===== src/rtl/fetch_sequencer_pkg.sv =====
// Package fetch_pkg: shared types and defaults for the fetch-stage sequencer.
//  - fetch_state_e : FSM encoding (IDLE=0, RUN=1, FREEZE=2, REDIRECT=3), exported on state_o
//  - INSN_BYTES_DEF: default sequential PC increment
//  - ADDR_W_DEF    : default PC width
package fetch_pkg;

    localparam int INSN_BYTES_DEF = 4;
    localparam int ADDR_W_DEF     = 32;

    typedef enum logic [1:0] {
        ST_IDLE     = 2'd0,
        ST_RUN      = 2'd1,
        ST_FREEZE   = 2'd2,
        ST_REDIRECT = 2'd3
    } fetch_state_e;

endpackage


===== src/rtl/fetch_sequencer_if.sv =====
// Interface fetch_sequencer_if: PC-register / IF-ID control bundle between the
// fetch sequencer and the datapath.
//  Datapath -> sequencer: pc_i, imem_stall_i, dmem_stall_i, hazard_stall_i,
//                         branch_taken_i, branch_target_i, jump_i, jump_target_i
//  Sequencer -> datapath: pc_next_o, pc_enable_o, pc_stall_o, ifid_write_o, ifid_flush_o
//  Modports: master = sequencer side, slave = datapath side.
interface fetch_sequencer_if #(
    parameter int ADDR_W = 32
);
    logic [ADDR_W-1:0] pc_i;
    logic              imem_stall_i;
    logic              dmem_stall_i;
    logic              hazard_stall_i;
    logic              branch_taken_i;
    logic [ADDR_W-1:0] branch_target_i;
    logic              jump_i;
    logic [ADDR_W-1:0] jump_target_i;

    logic [ADDR_W-1:0] pc_next_o;
    logic              pc_enable_o;
    logic              pc_stall_o;
    logic              ifid_write_o;
    logic              ifid_flush_o;

    modport master (
        input  pc_i, imem_stall_i, dmem_stall_i, hazard_stall_i,
               branch_taken_i, branch_target_i, jump_i, jump_target_i,
        output pc_next_o, pc_enable_o, pc_stall_o, ifid_write_o, ifid_flush_o
    );

    modport slave (
        output pc_i, imem_stall_i, dmem_stall_i, hazard_stall_i,
               branch_taken_i, branch_target_i, jump_i, jump_target_i,
        input  pc_next_o, pc_enable_o, pc_stall_o, ifid_write_o, ifid_flush_o
    );
endinterface


===== src/rtl/fetch_perf_counters.sv =====
// fetch_perf_counters: two saturating event counters for the fetch sequencer.
//  clk_i, rst_i (async, active-low)
//  stall_inc      in  : one stall (memory freeze or hazard) cycle observed
//  redirect_inc   in  : one redirect applied to the PC
//  stall_cycles   out : saturating count of stall cycles
//  redirect_cnt   out : saturating count of applied redirects
// Only instantiated when FETCH_PERF_EN is defined.
module fetch_perf_counters #(
    parameter int PERF_W = 32
) (
    input  logic              clk_i,
    input  logic              rst_i,
    input  logic              stall_inc,
    input  logic              redirect_inc,
    output logic [PERF_W-1:0] stall_cycles,
    output logic [PERF_W-1:0] redirect_cnt
);

    logic [PERF_W-1:0] stall_cnt_r;
    logic [PERF_W-1:0] redir_cnt_r;

    // Saturating counters: hold at all-ones instead of wrapping.
    always_ff @(posedge clk_i or negedge rst_i) begin
        if (!rst_i) begin
            stall_cnt_r <= '0;
            redir_cnt_r <= '0;
        end else begin
            if (stall_inc && (stall_cnt_r != '1)) begin
                stall_cnt_r <= stall_cnt_r + PERF_W'(1);
            end
            if (redirect_inc && (redir_cnt_r != '1)) begin
                redir_cnt_r <= redir_cnt_r + PERF_W'(1);
            end
        end
    end

    assign stall_cycles = stall_cnt_r;
    assign redirect_cnt = redir_cnt_r;

endmodule


===== src/rtl/fetch_sequencer.sv =====
// fetch_sequencer: fetch-stage controller. Merges run/start, memory-stall freeze,
// load-use hazard stall and branch/jump redirects into PC-register and IF/ID controls.
// A redirect seen while memory is stalled is held in a pending register and applied
// through the one-cycle REDIRECT state once the stall clears.
//  clk_i, rst_i (async, active-low), start_i (low forces IDLE)
//  bus            : fetch_sequencer_if.master (PC/IF-ID controls and their inputs)
//  state_o        : FSM state for debug
//  stall_cycles_o : stall cycle count, redirect_cnt_o : applied redirect count
// Optional feature macro: FETCH_PERF_EN builds the counters; otherwise both read 0.
// Outputs are combinational from state and inputs, so pc_i feeds pc_next_o directly.
module fetch_sequencer
    import fetch_pkg::*;
#(
    parameter int                ADDR_W     = 32,
    parameter int                INSN_BYTES = INSN_BYTES_DEF,
    parameter logic [ADDR_W-1:0] RESET_PC   = '0,
    parameter int                PERF_W     = 32
) (
    input  logic                 clk_i,
    input  logic                 rst_i,
    input  logic                 start_i,
    fetch_sequencer_if.master    bus,
    output logic [1:0]           state_o,
    output logic [PERF_W-1:0]    stall_cycles_o,
    output logic [PERF_W-1:0]    redirect_cnt_o
);

    fetch_state_e      state_r, state_s;
    logic              pend_valid_r, pend_valid_s;
    logic [ADDR_W-1:0] pend_target_r, pend_target_s;

    logic              memstall_s;
    logic              redirect_s;
    logic [ADDR_W-1:0] redir_target_s;

    logic [ADDR_W-1:0] pc_next_s;
    logic              pc_enable_s;
    logic              pc_stall_s;
    logic              ifid_write_s;
    logic              ifid_flush_s;
    logic              stall_ev_s;
    logic              redir_ev_s;

    assign memstall_s     = bus.imem_stall_i | bus.dmem_stall_i;
    assign redirect_s     = bus.branch_taken_i | bus.jump_i;
    // Branch takes precedence over jump when both resolve in the same cycle.
    assign redir_target_s = bus.branch_taken_i ? bus.branch_target_i : bus.jump_target_i;

    // Next-state, pending-redirect update and output decode.
    always_comb begin
        state_s       = state_r;
        pend_valid_s  = pend_valid_r;
        pend_target_s = pend_target_r;
        pc_next_s     = RESET_PC;
        pc_enable_s   = 1'b0;
        pc_stall_s    = 1'b0;
        ifid_write_s  = 1'b0;
        ifid_flush_s  = 1'b0;
        stall_ev_s    = 1'b0;
        redir_ev_s    = 1'b0;
        if (!start_i) begin
            state_s      = ST_IDLE;
            pend_valid_s = 1'b0;
        end else begin
            case (state_r)
                ST_IDLE: begin
                    state_s = ST_RUN;
                end
                ST_RUN: begin
                    if (memstall_s) begin
                        pc_next_s  = bus.pc_i;
                        pc_stall_s = 1'b1;
                        stall_ev_s = 1'b1;
                        state_s    = ST_FREEZE;
                        if (redirect_s) begin
                            pend_valid_s  = 1'b1;
                            pend_target_s = redir_target_s;
                        end else begin
                            pend_valid_s  = pend_valid_r;
                        end
                    end else if (bus.hazard_stall_i) begin
                        // The ID instruction is re-presented next cycle, so any
                        // redirect it carries is ignored now and seen again later.
                        pc_next_s  = bus.pc_i;
                        stall_ev_s = 1'b1;
                    end else if (redirect_s) begin
                        pc_next_s    = redir_target_s;
                        pc_enable_s  = 1'b1;
                        ifid_write_s = 1'b1;
                        ifid_flush_s = 1'b1;
                        redir_ev_s   = 1'b1;
                    end else begin
                        pc_next_s    = bus.pc_i + ADDR_W'(INSN_BYTES);
                        pc_enable_s  = 1'b1;
                        ifid_write_s = 1'b1;
                    end
                end
                ST_FREEZE: begin
                    pc_next_s  = bus.pc_i;
                    pc_stall_s = memstall_s;
                    stall_ev_s = memstall_s | bus.hazard_stall_i;
                    // Latest redirect wins while frozen.
                    if (redirect_s) begin
                        pend_valid_s  = 1'b1;
                        pend_target_s = redir_target_s;
                    end else begin
                        pend_valid_s  = pend_valid_r;
                    end
                    if (!memstall_s) begin
                        state_s = (pend_valid_r || redirect_s) ? ST_REDIRECT : ST_RUN;
                    end else begin
                        state_s = ST_FREEZE;
                    end
                end
                ST_REDIRECT: begin
                    pc_next_s = pend_target_r;
                    if (memstall_s) begin
                        pc_stall_s = 1'b1;
                    end else begin
                        pc_enable_s  = 1'b1;
                        ifid_flush_s = 1'b1;
                        redir_ev_s   = 1'b1;
                        pend_valid_s = 1'b0;
                        state_s      = ST_RUN;
                    end
                end
                default: begin
                    state_s      = ST_IDLE;
                    pend_valid_s = 1'b0;
                end
            endcase
        end
    end

    // FSM state and pending-redirect register.
    always_ff @(posedge clk_i or negedge rst_i) begin
        if (!rst_i) begin
            state_r       <= ST_IDLE;
            pend_valid_r  <= 1'b0;
            pend_target_r <= '0;
        end else begin
            state_r       <= state_s;
            pend_valid_r  <= pend_valid_s;
            pend_target_r <= pend_target_s;
        end
    end

    assign bus.pc_next_o    = pc_next_s;
    assign bus.pc_enable_o  = pc_enable_s;
    assign bus.pc_stall_o   = pc_stall_s;
    assign bus.ifid_write_o = ifid_write_s;
    assign bus.ifid_flush_o = ifid_flush_s;
    assign state_o          = state_r;

`ifdef FETCH_PERF_EN
    fetch_perf_counters #(
        .PERF_W (PERF_W)
    ) u_perf (
        .clk_i        (clk_i),
        .rst_i        (rst_i),
        .stall_inc    (stall_ev_s),
        .redirect_inc (redir_ev_s),
        .stall_cycles (stall_cycles_o),
        .redirect_cnt (redirect_cnt_o)
    );
`else
    logic unused_perf_s;
    assign unused_perf_s  = stall_ev_s ^ redir_ev_s;
    assign stall_cycles_o = '0;
    assign redirect_cnt_o = '0;
`endif

endmodule

===== src/flat_wrapper.sv =====
// flat-port wrapper written by rule: the top's interface ports become plain ports
module fetch_sequencer_flat import fetch_pkg::*;
#(
    parameter int                ADDR_W     = 32,
    parameter int                INSN_BYTES = INSN_BYTES_DEF,
    parameter logic [ADDR_W-1:0] RESET_PC   = '0,
    parameter int                PERF_W     = 32
)
  (clk_i, rst_i, start_i, state_o, stall_cycles_o, redirect_cnt_o, bus_pc_i, bus_imem_stall_i, bus_dmem_stall_i, bus_hazard_stall_i, bus_branch_taken_i, bus_branch_target_i, bus_jump_i, bus_jump_target_i, bus_pc_next_o, bus_pc_enable_o, bus_pc_stall_o, bus_ifid_write_o, bus_ifid_flush_o);
  fetch_sequencer_if #(.ADDR_W(ADDR_W)) bus_i ();
  input  logic clk_i;
  input  logic rst_i;
  input  logic start_i;
  output logic [1:0] state_o;
  output logic [PERF_W-1:0] stall_cycles_o;
  output logic [PERF_W-1:0] redirect_cnt_o;
  input wire logic [$bits(bus_i.pc_i)-1:0] bus_pc_i;
  input wire logic [$bits(bus_i.imem_stall_i)-1:0] bus_imem_stall_i;
  input wire logic [$bits(bus_i.dmem_stall_i)-1:0] bus_dmem_stall_i;
  input wire logic [$bits(bus_i.hazard_stall_i)-1:0] bus_hazard_stall_i;
  input wire logic [$bits(bus_i.branch_taken_i)-1:0] bus_branch_taken_i;
  input wire logic [$bits(bus_i.branch_target_i)-1:0] bus_branch_target_i;
  input wire logic [$bits(bus_i.jump_i)-1:0] bus_jump_i;
  input wire logic [$bits(bus_i.jump_target_i)-1:0] bus_jump_target_i;
  output wire logic [$bits(bus_i.pc_next_o)-1:0] bus_pc_next_o;
  output wire logic [$bits(bus_i.pc_enable_o)-1:0] bus_pc_enable_o;
  output wire logic [$bits(bus_i.pc_stall_o)-1:0] bus_pc_stall_o;
  output wire logic [$bits(bus_i.ifid_write_o)-1:0] bus_ifid_write_o;
  output wire logic [$bits(bus_i.ifid_flush_o)-1:0] bus_ifid_flush_o;
  assign bus_i.pc_i = bus_pc_i;
  assign bus_i.imem_stall_i = bus_imem_stall_i;
  assign bus_i.dmem_stall_i = bus_dmem_stall_i;
  assign bus_i.hazard_stall_i = bus_hazard_stall_i;
  assign bus_i.branch_taken_i = bus_branch_taken_i;
  assign bus_i.branch_target_i = bus_branch_target_i;
  assign bus_i.jump_i = bus_jump_i;
  assign bus_i.jump_target_i = bus_jump_target_i;
  assign bus_pc_next_o = bus_i.pc_next_o;
  assign bus_pc_enable_o = bus_i.pc_enable_o;
  assign bus_pc_stall_o = bus_i.pc_stall_o;
  assign bus_ifid_write_o = bus_i.ifid_write_o;
  assign bus_ifid_flush_o = bus_i.ifid_flush_o;
  fetch_sequencer #(.ADDR_W(ADDR_W), .INSN_BYTES(INSN_BYTES), .RESET_PC(RESET_PC), .PERF_W(PERF_W)) u_core (.clk_i(clk_i), .rst_i(rst_i), .start_i(start_i), .bus(bus_i), .state_o(state_o), .stall_cycles_o(stall_cycles_o), .redirect_cnt_o(redirect_cnt_o));
endmodule

===== config.mk =====
export PLATFORM = sky130hd
export DESIGN_NAME = fetch_sequencer_flat
export DESIGN_NICKNAME = d
export VERILOG_FILES = /design/src/rtl/fetch_sequencer_pkg.sv /design/src/rtl/fetch_sequencer_if.sv /design/src/rtl/fetch_perf_counters.sv /design/src/rtl/fetch_sequencer.sv /design/src/flat_wrapper.sv
export SDC_FILE = /design/constraint.sdc
export NUM_CORES = 1
export LEC_CHECK = 0
export BUFFER_PORTS_ARGS = -buffer_cell sky130_fd_sc_hd__buf_4
export CAP_MARGIN = 20
export CORE_MARGIN = 5
export CORE_UTILIZATION = 39
export DETAILED_ROUTE_END_ITERATION = 12
export GPL_ROUTABILITY_DRIVEN = 0
export HOLD_SLACK_MARGIN = 0.15
export MAX_ROUTING_LAYER = met4
export PLACE_DENSITY = 0.7
export SYNTH_ARGS = -nofsm -noshare
export SYNTH_HDL_FRONTEND = slang
export SYNTH_SLANG_ARGS = --single-unit

===== constraint.sdc =====
create_clock -name clk_i -period 2.7 [get_ports clk_i]
set_clock_uncertainty 0.05 [all_clocks]
set_input_delay 0 -clock clk_i [delete_from_list [all_inputs] [get_ports clk_i]]
set_output_delay 0 -clock clk_i [all_outputs]
set_load 0.1 [all_outputs]

==> impl_metrics.yaml, run 1 <==
outcome:
  status: "finished, final reports clean"
global_routing:
  grt_pass1_wl_um: 25650
  track_usage: 0.2537
  grt_pass1_vias: 5049
  antenna_found_initial: 0
  grt_overflow: 0
  grt_start_max_net_pins: 53
worst_setup_path:
  startpoint: "bus_imem_stall_i"
  cp_top_family: "compound AO/OA/AOI/OAI gates"
  r2r-start: "u_core.state_o[0]"
  path_cells: "dlygate4sd3_1 > buf_4 > or3_1 > a21o_1 > a32oi_1 > a21oi_1 > a311o_2 > buf_4"
  arrival_ns: 2.62
  required_ns: 2.65
  endpoint_kind: "primary output"
  cp_common_cell: "buf_4"
  crit_end: "bus_pc_next_o[23]"
  critPathSlowestCell: "or3_1"
  rr_worst_depth: 7
  path_buf_inv: 3
  crit_path_start_kind: "primary input"
  cpPeakStageDelay_ns: 0.58
  r2r_end: "u_core.pend_target_r[9]"
  cp_max_fo: 12
  path_class: "primary input to primary output"
  cp.depth: 8
  r2r_setup_slack_ns: 0.33
power:
  total_power_mw: 2.935
  comb_power_share: 0.538
  leakage_nw: 2.736
  p_clk_frac: 0.178
  internal-power_mw: 1.481
  peakVddDrop_mv: 0.2436
  power_density_nw_per_um2: 462.7
  seqPwrFrac: 0.284
  swShare: 0.4953
  p_switching_mw: 1.454
timing:
  min_period_over_period: 0.9882
  tns_ns: 0
  rsz0062_at_grt: "false"
  finalMaxSlewViolations: 0
  min_period_ns: 2.668
  hold_viol_final: 0
  worstMarginPinSlew_ns: 0.6208
  relSlewSlack: 0.5862
  finalSetupViolations: 0
  fmax_mhz: 374.8
  holdWs_ns: 0.1753
clocking:
  post_cts_buffers: 0
  clock_path_buffers: 2
  clock-sinks: 35
  cts_buffers: 5
  path_clk_slew_ns: 0.09
  clk_latency_ns: 0.29
  htreeDepth: 2
  cts_root_buf: "clkbuf_8"
  cts_tree: "done"
logic_synthesis:
  async_flop_share: 1.000
  syn_inst: 548
  synth-main-ff-cell: "dfrtp_1"
  synth.distinct_cells: 63
  synth_enable_flop_cells: 0
  ys.warnings.count: 0
  yosysSeqAreaShare: 0.2116
  synth_area_per_cell_um2: 7.553
  ys_ff_latch: 35
  synthesis.area_um2: 4139
place:
  hpwl_um: 11790
  dp.cells: 804
  numPortBuffers: 141
route:
  vias_per_cell: 5.755
  vias: 5070
  wire_per_inst_um: 18.74
  wl_um: 16510
  drtIter0Drc: 416
  antenna_left: 0
  drt_first_pass_iters: 8
  drcViolationCount: 0
cells_and_area:
  post_route_cells_drive_above_1_share: 0.3034
  fillers: 907
  diodes: 0
  area_growth_syn_to_layout_pct: 53.23
  fin_util: 0.6144
  fin_nets: 853
  layout.cells.non_filler: 881
  multi_input_comb_area_um2: 3219
  ff_latch_area_um2: 878.3
floorplan:
  num_rows: 37
  die_x_um: 113.0
  die_area_um2: 12770
  initial_core_util: 0.4009
  core_um2: 10320
  die_h_um: 113.0
  io_pins: 206
worst_hold_path:
  hp-class: "primary input to asynchronous set/reset pin"
run:
  maxCapViolCount: 0
[synthesized netlist by cell type, types with 3 or more instances]
library cell  instances  area share
a211oi_1              6       0.011
a21boi_0              5      0.0091
a21oi_1              32       0.039
a221oi_1             14       0.030
a222oi_1              8       0.019
a22o_1                6       0.013
a22oi_1              18       0.033
a311oi_1              3      0.0063
a31oi_1               4      0.0060
and2_1                6      0.0091
and3_1                4      0.0060
buf_1                 4      0.0036
buf_2                 3      0.0036
buf_4                64        0.12
clkbuf_1             34       0.031
dfrtp_1              35        0.21
ha_1                  5       0.015
inv_1                 8      0.0073
mux2_2                6       0.016
mux2i_1              30       0.073
nand2_1              64       0.058
nand3_1              13       0.016
nand4_1               7       0.011
nor2_1               25       0.023
nor2b_1               4      0.0060
nor3_1               14       0.017
nor4_1                5      0.0076
o211ai_1              4      0.0073
o21ai_0              49       0.059
o22ai_1               7       0.011
o31ai_1               8       0.015
o32ai_1               5       0.011
or3_1                 6      0.0091
xor2_1                5       0.011
[flip-flops by register name (all words and copies together), names as in the netlist]
| signal | cells |
|---|---|
| u_core.pend_target_r | 32 |
| u_core.state_o | 2 |
| u_core.pend_valid_r | 1 |
[logic make-up (layout without fill, tap and decap cells)]
group,count (synthesis),after routing,share of synthesized area
AOI/OAI and AO/OA,189,189,0.3099
and+or+nand+nor,161,161,0.1947
buffers and inverters,114,248,0.1641
muxes,36,36,0.08887
DFF,35,35,0.2116
xor gates and xnor gates,7,7,0.01481
adders and majority gates,5,5,0.01511
other,1,64,0.0009060
[layout make-up]
| cell class | count | share of cell area |
|---|---|---|
| Multi-Input combinational cell | 462 | 0.5076 |
| Tap cell | 136 | 0.02683 |
| Clock inverter | 2 | 0.005524 |
| Clock buffer | 6 | 0.01302 |
| Timing Repair Buffer | 232 | 0.3038 |
| Inverter | 8 | 0.004735 |
| Sequential cell | 35 | 0.1385 |
[layer usage]
layer | GRT usage | up-vias | wire (µm)
met4 | 0.08253 | 0 | 475
met5 | - | - | 0
met2 | 0.4210 | 308 | 8053
li1 | - | 2316 | -
met1 | 0.3182 | 2399 | 6504
met3 | 0.03636 | 47 | 1472
[stage by stage]
step                setup slack, ns  instance area [µm²]
global placement             0.4494                 5507
detailed placement           0.3976                 5507
global route               0.004005                 6342
floorplan                  0.008806                 4752
finish                      0.03193                 6342
CTS                         0.03110                 6315
[power by group through the flow]
stage / combinational (mW) / sequential [mW] / clock [mW]
after global placement: 1.44 / 0.825 / 0
after floorplan: 1.16 / 0.824 / 0
after CTS: 1.56 / 0.827 / 0.526
after global routing: 1.67 / 0.854 / 0.555
final: 1.58 / 0.835 / 0.521
after detailed placement: 1.46 / 0.837 / 0
[worst min-delay path by stage]
stage          start                  endpoint  cells after the start  slack, ns
3_5_place_dp   rst_i   u_core.pend_target_r[0]                      1      -0.04
6_report       rst_i  u_core.pend_target_r[17]                      2       0.18
4_1_cts        rst_i   u_core.pend_target_r[0]                      2       0.18
5_1_grt        rst_i  u_core.pend_target_r[17]                      2       0.23
2_1_floorplan  rst_i   u_core.pend_target_r[0]                      0      -0.35
3_3_place_gp   rst_i   u_core.pend_target_r[1]                      1      -0.05
[layout by cell type (no fill, tap or decap), types with 5 or more instances in the layout]
cell type,netlist,final
xor2_1,5,5
inv_1,8,8
a221oi_1,14,13
and2_1,6,5
conb_1,1,64
nor2_4,0,5
nor4_1,5,5
o32ai_4,0,5
a22oi_1,18,18
nor3_1,14,14
dlygate4sd3_1,0,69
a22o_1,6,6
buf_4,64,162
nand2_1,64,62
mux2i_1,30,30
a21boi_0,5,5
a222oi_1,8,8
mux2_2,6,6
a211oi_4,0,5
nor2_1,25,19
o21ai_0,49,47
dfrtp_1,35,33
a21oi_1,32,28
nand4_1,7,7
o31ai_1,8,6
or3_1,6,6
nand3_1,13,13
clkbuf_8,0,6
[timing repair]
action	4_1_cts	5_1_grt
resized for setup	0	8
setup endpoints to repair	0	13
hold buffers	69	0
hold endpoints to repair	70	0
Power figures use the tool's default switching activity.
==> run 2: changes to the inputs <==
Settings changed: SYNTH_HIERARCHICAL set to 1.
==> run 2 against run 1 <==
Against the previous run:
- register-to-register slack got worse by 0.16 ns
- synthesized cell count fell by 1.3%
- routed wire length decreased by 3.1%
- flip-flop and latch count stayed put
- synthesized area fell by 1.7%
- largest power group unchanged
- combinational power about the same
- highest routed layer unchanged
- critical path depth is the same
- utilization down 1.2 points
- setup slack gained 0.14 ns
==> impl_metrics.yaml, run 2 <==
power:
  comb_power_share: 0.557
  total_power_mw: 2.887
  leakage_nw: 2.627
  swShare: 0.4988
  power_density_nw_per_um2: 468.7
  internal-power_mw: 1.447
  p_switching_mw: 1.440
  seqPwrFrac: 0.289
  p_clk_frac: 0.154
  peakVddDrop_mv: 0.3260
route:
  wl_um: 16000
  drcViolationCount: 0
  drtIter0Drc: 455
  drt_first_pass_iters: 5
  wire_per_inst_um: 18.30
  antenna_left: 0
  vias_per_cell: 5.768
  vias: 5041
floorplan:
  initial_core_util: 0.3976
  die_area_um2: 12570
  die_x_um: 112.1
  num_rows: 37
  io_pins: 206
  core_um2: 10230
  die_h_um: 112.1
clocking:
  cts_root_buf: "clkbuf_8"
  clock_path_buffers: 2
  cts_buffers: 5
  clock-sinks: 35
  path_clk_slew_ns: 0.08
  clk_latency_ns: 0.29
  cts_tree: "done"
  htreeDepth: 2
place:
  hpwl_um: 11630
  dpl-instance-area_um2: 5374
  numPortBuffers: 141
  dp.cells: 798
cells_and_area:
  mostFrequentLayoutCells: "buf_4 (164), dlygate4sd3_1 (67), conb_1 (64), nor2_1 (49), a21oi_1 (46)"
  post_route_cells_drive_above_1_share: 0.2944
  fin_nets: 845
  largest_reg_flops: 32
  fin_util: 0.6021
  fin_area_um2: 6160
  area_growth_syn_to_layout_pct: 51.43
  layout.cells.non_filler: 874
  regMostFlops: "u_core/pend_target_r"
  final_common_cell: "buf_4"
logic_synthesis:
  synth_area_per_cell_um2: 7.519
  synthXorXnorAreaFrac: 0.02153
  syn_inst: 541
  yosysSeqAreaShare: 0.2153
  synthesis.area_um2: 4068
  synthTopCellsByArea: "dfrtp_1 (22%), buf_4 (12%), mux2i_1 (8.1%)"
  ys.warnings.count: 6
  netlist_top_cells_count: "buf_4 (64), nor2_1 (55), a21oi_1 (51)"
  synth.distinct_cells: 54
  synth_fa_ha_area_frac: 0.01538
  synth-main-ff-cell: "dfrtp_1"
  synth_top_area_share: 0.2153
  yosys.area.top_type: "dfrtp_1"
  async_flop_share: 1.000
  muxShareOfSynthArea: 0.08951
  ys_ff_latch: 35
  synth_compound_gate_area_share: 0.2999
  synth.most_common_cell: "buf_4"
  synth_top_family_by_area: "compound AO/OA/AOI/OAI gates"
  synth-simple-area-share: 0.1895
  synth_enable_flop_cells: 0
timing:
  finalSetupViolations: 0
  hold_viol_final: 0
  min_period_over_period: 0.9364
  fmax_mhz: 395.5
  relSlewSlack: 0.5031
  min_period_ns: 2.528
  worstMarginPinSlew_ns: 0.7385
  rsz0062_at_grt: "false"
  finalMaxSlewViolations: 0
run:
  maxCapViolCount: 0
worst_setup_path:
  endpoint_kind: "flop"
  rr_worst_depth: 8
  required_ns: 2.88
  crit_path_start_kind: "flop"
  path_class: "flop to flop"
  cp_max_fo: 36
  arrival_ns: 2.71
global_routing:
  grt_overflow: 0
  grt_pass1_vias: 5016
  antenna_found_initial: 1
  track_usage: 0.2466
  grt_pass1_wl_um: 24940
  grt_start_max_net_pins: 37
outcome:
  status: "finished, final reports clean"
worst_hold_path:
  hp-class: "primary input to asynchronous set/reset pin"
## run 2: changes by cell type in the layout (fill, tap and decap cells not counted), moves of 4 or more
cell,change
nand2_1,-34
nor2_1,+30
a21oi_1,+18
o21ai_0,-16
nand4_1,+5
nor2_2,+5
nor2_4,-5
nor3_1,-5
xnor2_1,+5
a21oi_2,+4
a221oi_1,+4
o31ai_1,-4
## run 2: worst paths after layout
check | startpoint | endpoint | slack [ns]
worst max-delay path | u_core/state_o[0] | u_core/pend_target_r[3] | 0.17
worst min-delay path | rst_i | u_core/pend_valid_r | 0.16
worst max register to register | u_core/state_o[0] | u_core/pend_target_r[3] | 0.17
worst min register to register | u_core/pend_target_r[18] | u_core/pend_target_r[18] | 0.47
max in group asynchronous | rst_i | u_core/state_o[1] | 2.05
min in group clk_i | bus_imem_stall_i | u_core/state_o[1] | 0.26
## run 2: layout make-up
type | count | area [µm²]
Fill cell | 923 | 4071
Inverter | 10 | 37.54
Sequential cell | 35 | 883.3
Antenna cell | 1 | 2.502
Tap cell | 136 | 170.2
Clock buffer | 8 | 100.1
Timing Repair Buffer | 232 | 1922
Multi-Input combinational cell | 452 | 3044
## run 2: cell families (layout without fill, tap and decap cells)
group | after synthesis | after routing
multiplexers | 36 | 36
XOR/XNOR | 10 | 10
other | 1 | 65
adder cells (fa/ha/maj) | 5 | 5
flip-flops | 35 | 35
buffers and inverters | 117 | 250
AO/OA/AOI/OAI | 182 | 182
AND/OR/NAND/NOR | 155 | 155
## run 2: per-layer routing
layer  vias up  GRT usage  share of wire
met5         -          -              0
met4         0    0.09936          0.037
met3        62    0.04043          0.094
met2       336     0.4176           0.47
met1      2361     0.2916           0.39
li1       2282          -              -
## run 2: power by group through the flow
stage,registers (mW),clock network [mW],logic [mW]
2_1_floorplan,0.829,0,1.17
4_1_cts,0.828,0.452,1.59
6_report,0.834,0.443,1.61
5_1_grt,0.853,0.475,1.70
3_3_place_gp,0.828,0,1.44
3_5_place_dp,0.837,0,1.47
## run 2: critical path, stage by stage, from the launching register on
cell and delay [ns]:
dfrtp_4 0.51, ha_1 0.24, buf_4 0.19, a21oi_1 0.19, o211a_2 0.31, buf_12 0.21
nor2_1 0.06, a31oi_1 0.14, dlygate4sd3_1 0.56
## run 2: per-stage QoR
step / setup TNS, ns / hold slack (ns) / worst slack [ns]
3_5_place_dp: 0 / -0.04196 / 0.3675
4_1_cts: 0 / 0.1740 / 0.07711
5_1_grt: 0 / 0.2135 / 0.01525
2_1_floorplan: -0.05293 / -0.3456 / -0.05293
6_report: 0 / 0.1619 / 0.1717
3_3_place_gp: 0 / -0.04883 / 0.3875
## run 2: what timing repair did
action	in CTS	in global routing
endpoints found under the setup margin	0	3
hold buffers	67	0
endpoints found under the hold margin	70	0
gates resized for setup	0	3
buffers inserted	0	0
